File: src/rtl/program_loader.sv
// Boot-stage program loader: receives a length-prefixed byte stream, packs
// little-endian 32-bit words and writes them to instruction memory from 0.
// Signals prog_ready when the image is complete and tracks the PC's ack.
module program_loader #(
    parameter int unsigned DATA_WIDTH = 32,
    parameter int unsigned ADDR_WIDTH = 10,
    parameter int unsigned MEM_DEPTH  = 1024
) (
    input  logic                  clk,
    input  logic                  arst_n,
    input  logic                  load_start,
    input  logic                  byte_valid,
    input  logic [7:0]            byte_data,
    output logic                  byte_ready,
    output logic                  imem_w_en,
    output logic [ADDR_WIDTH-1:0] imem_wr_addr,
    output logic [DATA_WIDTH-1:0] imem_data_in,
    output logic                  prog_ready,
    input  logic                  prog_ack,
    output logic                  busy,
    output logic                  load_error
);

    localparam int unsigned MAX_WORDS = MEM_DEPTH / 4;

    typedef enum logic [2:0] {
        StIdle,
        StLenLo,
        StLenHi,
        StCollect,
        StWrite,
        StReady,
        StRun,
        StErr
    } state_e;

    state_e                state_q, state_d;
    logic [15:0]           len_q;
    logic [15:0]           word_idx_q;
    logic [1:0]            byte_idx_q;
    logic [DATA_WIDTH-1:0] word_q;
    logic [ADDR_WIDTH-1:0] addr_q;
    logic [DATA_WIDTH-1:0] data_q;

    logic                  xfer;
    logic                  restart;
    logic                  last_word;
    logic                  len_bad;
    logic [15:0]           len_full;

    assign xfer      = byte_valid && byte_ready;
    // load_start only counts when no load is in flight
    assign restart   = load_start &&
                       (state_q inside {StIdle, StReady, StRun, StErr});
    assign len_full  = {byte_data, len_q[7:0]};
    assign len_bad   = (len_full == 16'd0) || (len_full > 16'(MAX_WORDS));
    assign last_word = (word_idx_q == (len_q - 16'd1));

    // State register
    always_ff @(posedge clk or negedge arst_n) begin
        if (!arst_n) begin
            state_q <= StIdle;
        end else begin
            state_q <= state_d;
        end
    end

    // Next-state decode
    always_comb begin
        state_d = state_q;
        unique case (state_q)
            StIdle:    if (load_start) state_d = StLenLo;
            StLenLo:   if (xfer) state_d = StLenHi;
            StLenHi:   if (xfer) state_d = len_bad ? StErr : StCollect;
            StCollect: if (xfer && (byte_idx_q == 2'd3)) state_d = StWrite;
            StWrite:   state_d = last_word ? StReady : StCollect;
            StReady: begin
                if (load_start)    state_d = StLenLo;
                else if (prog_ack) state_d = StRun;
            end
            StRun:     if (load_start) state_d = StLenLo;
            StErr:     if (load_start) state_d = StLenLo;
            default:   state_d = StIdle;
        endcase
    end

    // Moore outputs decoded from state so reset clears them asynchronously
    always_comb begin
        byte_ready = 1'b0;
        imem_w_en  = 1'b0;
        prog_ready = 1'b0;
        busy       = 1'b0;
        load_error = 1'b0;
        unique case (state_q)
            StLenLo, StLenHi, StCollect: begin
                byte_ready = 1'b1;
                busy       = 1'b1;
            end
            StWrite: begin
                imem_w_en = 1'b1;
                busy      = 1'b1;
            end
            StReady, StRun: prog_ready = 1'b1;
            StErr:          load_error = 1'b1;
            default: ;
        endcase
    end

    assign imem_wr_addr = addr_q;
    assign imem_data_in = data_q;

    // Length capture, byte packing and write-port registers
    always_ff @(posedge clk or negedge arst_n) begin
        if (!arst_n) begin
            len_q      <= '0;
            word_idx_q <= '0;
            byte_idx_q <= '0;
            word_q     <= '0;
            addr_q     <= '0;
            data_q     <= '0;
        end else if (restart) begin
            len_q      <= '0;
            word_idx_q <= '0;
            byte_idx_q <= '0;
            word_q     <= '0;
        end else begin
            unique case (state_q)
                StLenLo: if (xfer) len_q[7:0] <= byte_data;
                StLenHi: begin
                    if (xfer) begin
                        len_q[15:8] <= byte_data;
                        word_idx_q  <= '0;
                        byte_idx_q  <= '0;
                    end
                end
                StCollect: begin
                    if (xfer) begin
                        word_q[{byte_idx_q, 3'b000} +: 8] <= byte_data;
                        byte_idx_q <= byte_idx_q + 2'd1;
                        // Latch the write port now so it is valid through WRITE
                        // and holds afterwards
                        if (byte_idx_q == 2'd3) begin
                            addr_q <= ADDR_WIDTH'({word_idx_q, 2'b00});
                            data_q <= {byte_data, word_q[23:0]};
                        end
                    end
                end
                StWrite: if (!last_word) word_idx_q <= word_idx_q + 16'd1;
                default: ;
            endcase
        end
    end

endmodule

File: config.mk
export PLATFORM = sky130hd
export DESIGN_NAME = program_loader
export DESIGN_NICKNAME = d
export VERILOG_FILES = /design/src/rtl/program_loader.sv
export SDC_FILE = /design/constraint.sdc
export NUM_CORES = 1
export LEC_CHECK = 0
export CORE_ASPECT_RATIO = 1.1
export CORE_MARGIN = 4
export CORE_UTILIZATION = 50
export CTS_BUF_LIST = sky130_fd_sc_hd__clkbuf_16
export DETAILED_ROUTE_END_ITERATION = 8
export PLACE_DENSITY = 0.84
export SETUP_SLACK_MARGIN = 0.15
export SYNTH_ARGS = -nofsm -noshare
export SYNTH_HDL_FRONTEND = slang
export SYNTH_SLANG_ARGS = --single-unit
File: constraint.sdc
create_clock -name clk -period 2.65 [get_ports clk]
set_clock_uncertainty 0.05 [all_clocks]
set_input_delay 0.265 -clock clk [delete_from_list [all_inputs] [get_ports clk]]
set_output_delay 0.265 -clock clk [all_outputs]
set_load 0.005 [all_outputs]
==> impl_results.md <==
- Run status: finished, final reports clean
- Setup Total Neg Slack: 0 ns
- Slew at the pin closest to its max-slew limit: around 0.74 ns
- IR Drop Worst-Case VDD: roughly 0.00052 V
- Fraction of post-synthesis cell area in the top cell type by area: 0.5092
- Fillcell total: just under 700
- Relative max-transition margin: 0.5072
- Post-Syn Area: a little under 0.005 mm^2
- Wire length of the first global-routing pass: slightly above 20,000 um
- Via count of the first global-routing pass: about 4,000
- CP Max Fanout: 6
- Final critical path time including I/O delays and setup: approximately 2.6 ns
- Number of antenna repair diodes: 0
- Clk pin slew, worst setup/hold paths: 0.08 ns
- Final Max Tran Viols: 0
- Count of final setup violators: 0
- Lkg Pwr: between 0.002 and 0.003 uW
- Clock tree from TritonCTS: built
- Die span in x: 103.0 um
- Number of antenna violations at the first check in global routing: 0
- Fraction of final layout cells with drive strength greater than 1: 0.2495
- Clock tree sinks: a little over 100
- Post-synthesis async set-or-reset flop share: 1.000
- Number of vias in the routed layout: 3,871
- Area occupied by registers: 0.002527 mm^2
- Number of clock buffers inserted by TritonCTS: 9
- Routed length per instance: ~19 um
- Total track usage: 0.2243
- Class of the worst hold path: register to register
- Peak clock frequency supported by timing: approximately 0.39 GHz
- Chip Height: around 110 um
- Number of top-level design ports: 60
- Placeable core region: 0.009537 mm^2
- Cell types with the largest area share after synthesis: sky130_fd_sc_hd__dfrtp_1 (51%), sky130_fd_sc_hd__mux2_2 (9.1%), sky130_fd_sc_hd__a22o_1 (4.2%)
- Most used standard cell by instance count after synthesis: sky130_fd_sc_hd__dfrtp_1
- Remaining global-route overflow: 0
- Primary FF master, synth: sky130_fd_sc_hd__dfrtp_1
- Mean Syn Cell Area: ~11 um^2
- H-tree levels: 3
- Worst Path Required: 2.83 ns
- Number of design rule violations left after detail routing: 0
- Max Cap Viol: 0
- Starting density of the core: 0.5205
- Share of the clock period used by the worst path after layout: 0.9777
- Worst hold slack: between 0.4 and 0.5 ns
- Synth unique cells: 60
- Die area: between 0.01 and 0.015 mm^2
- Multi-input combinational cell area: about 0.0024 mm^2
- Endpoint type of the worst setup path: register
- Number of buffers between clock root and the deepest sink: 2
- Synthesized instance count: 441
- Final hold violation count: 0
- Arrival @ worst endpoint: ~2.8 ns
- Type of the setup path with the least slack: register to register
- Area growth from synthesis to layout: 26.77%
- Number of nets at the end of the flow: between 500 and 600
- Setup repair after global routing missed its margin: true
- Most numerous cell types in the synthesized netlist: sky130_fd_sc_hd__dfrtp_1 (101), sky130_fd_sc_hd__mux2_2 (40), sky130_fd_sc_hd__nand2_1 (25)
- Synth Register Bits: ~100
- Category of the worst setup path launch point: register
- Num rows: 37
- Routed Wire Length: about 12,000 um
- Clock latency at the later pin of the worst-skew pair: 0.35 ns
- Post-DP HPWL: ~8400 um
- Pin count of the biggest net entering global routing: 60
- Register area share after synthesis: 0.5092
- Number of enable-type register cells in the synthesized netlist: 0
- Number of optimization iterations in the first detailed-route pass: 4
- Final estimated routing congestion in global placement: 0.9075
- Largest area contributor in the netlist: sky130_fd_sc_hd__dfrtp_1
- Master cell of the clock root buffer: sky130_fd_sc_hd__clkbuf_16
- Drt first-iter violations: 195
- Number of warnings issued by yosys: 0
- Number of input and output port buffers inserted: 57
- Power density relative to cell area: roughly 1000 mW/mm^2
- Average vias per placed instance: 5.992
- Count of antenna-violating nets left after detailed routing: 0
[sequential cells by signal, indices dropped and copies added, names as in the netlist]
signal / flops
byte_idx_q: 2
word_q: 24
len_q: 16
imem_data_in: 32
state_q: 3
imem_wr_addr: 8
word_idx_q: 16
[final timing paths]
| kind | startpoint | endpoint | slack [ns] | cells after the start |
|---|---|---|---|---|
| setup / recovery | len_q[1]$_DFFE_PN0P_ | word_idx_q[4]$_DFFE_PN0P_ | 0.06 | 10 |
| hold / removal | word_q[9]$_DFFE_PN0P_ | word_q[9]$_DFFE_PN0P_ | 0.45 | 1 |
| setup reg to reg | len_q[1]$_DFFE_PN0P_ | word_idx_q[4]$_DFFE_PN0P_ | 0.06 | 10 |
| hold reg to reg | word_q[9]$_DFFE_PN0P_ | word_q[9]$_DFFE_PN0P_ | 0.45 | 1 |
| max in group asynchronous | arst_n | word_q[13]$_DFFE_PN0P_ | 1.26 | 3 |
| min in group asynchronous | arst_n | imem_wr_addr[3]$_DFFE_PN0P_ | 0.48 | 2 |
[critical path, stage by stage, from the launching register on]
cell	delay, ns
sky130_fd_sc_hd__dfrtp_1	0.39
sky130_fd_sc_hd__inv_2	0.08
sky130_fd_sc_hd__ha_4	0.14
sky130_fd_sc_hd__nor4b_4	0.20
sky130_fd_sc_hd__and4b_4	0.31
sky130_fd_sc_hd__mux2i_4	0.27
sky130_fd_sc_hd__o221ai_4	0.13
sky130_fd_sc_hd__nor4_4	0.48
sky130_fd_sc_hd__buf_4	0.24
sky130_fd_sc_hd__or3_1	0.12
sky130_fd_sc_hd__a21oi_1	0.06
[per-layer routing]
metal | share of wire | GRT usage | vias up
met5 | 0 | 0 | -
met1 | 0.43 | 0.3048 | 1935
met4 | 0.022 | 0.07599 | 0
met2 | 0.50 | 0.3586 | 126
li1 | - | - | 1783
met3 | 0.052 | 0.04288 | 27
[what timing repair did]
action                                  in CTS  in global routing
hold endpoints to repair                    56                  0
cloned                                       0                  1
gates resized for setup                      6                 17
hold buffers                                 1                  0
buffers inserted                             5                  4
pin swaps                                    7                 21
endpoints found under the setup margin      16                 18
[cells in the final DEF, fill, tap and decap left out, types with 9 or more instances in the layout]
cell type	n
sky130_fd_sc_hd__nand4_1	9
sky130_fd_sc_hd__clkdlybuf4s50_1	56
sky130_fd_sc_hd__dfrtp_1	101
sky130_fd_sc_hd__or3_1	11
sky130_fd_sc_hd__nand2_1	25
sky130_fd_sc_hd__clkbuf_16	9
sky130_fd_sc_hd__a22o_1	24
sky130_fd_sc_hd__mux2_2	40
sky130_fd_sc_hd__o21ai_0	9
sky130_fd_sc_hd__buf_4	39
sky130_fd_sc_hd__nor2_1	22
sky130_fd_sc_hd__o21ai_1	9
sky130_fd_sc_hd__xnor2_1	14
sky130_fd_sc_hd__a21oi_1	19
[layout make-up]
| cell class | count | share of cell area |
|---|---|---|
| well taps | 117 | 0.02327 |
| flip-flops and latches | 101 | 0.4017 |
| repair buffers | 97 | 0.1390 |
| inverters | 10 | 0.005965 |
| clock buffers | 9 | 0.03579 |
| multi-input cells | 305 | 0.3804 |
| clock inverters | 7 | 0.01392 |
[per-stage QoR]
| stage | instance area [um^2] | util | std cells | setup WS, ns | total power (uW) |
|---|---|---|---|---|---|
| 2_1_floorplan | 4995 | - | 442 | 0.1472 | 3803 |
| 3_3_place_gp | 5789 | 0.6071 | 619 | 0.1113 | 4538 |
| 3_5_place_dp | 5789 | 0.6071 | 619 | -0.03301 | 4624 |
| 4_1_cts | 6182 | 0.6483 | 641 | 0.1400 | 6175 |
| 5_1_grt | 6292 | 0.6598 | 646 | -0.05160 | 6652 |
| 6_report | 6292 | 0.6598 | 646 | 0.05902 | 6280 |
[kinds of logic after synthesis]
| kind of cell | share of synthesized area |
|---|---|
| adders and majority gates | 0.01764 |
| buffers and inverters | 0.03680 |
| other | 0.0007555 |
| AOI/OAI and AO/OA | 0.1402 |
| muxes | 0.1119 |
| and+or+nand+nor | 0.1482 |
| xor gates and xnor gates | 0.03529 |
| DFF | 0.5092 |
[where the power goes]
| group | leakage [uW] | switching [uW] | internal [uW] |
|---|---|---|---|
| logic | 0.00131 | 1470 | 1330 |
| clock network | 0.000154 | 632 | 757 |
| registers | 0.00139 | 322 | 1780 |
| total | 0.00285 | 2420 | 3860 |
No activity file was read; power rests on OpenSTA's default activity.
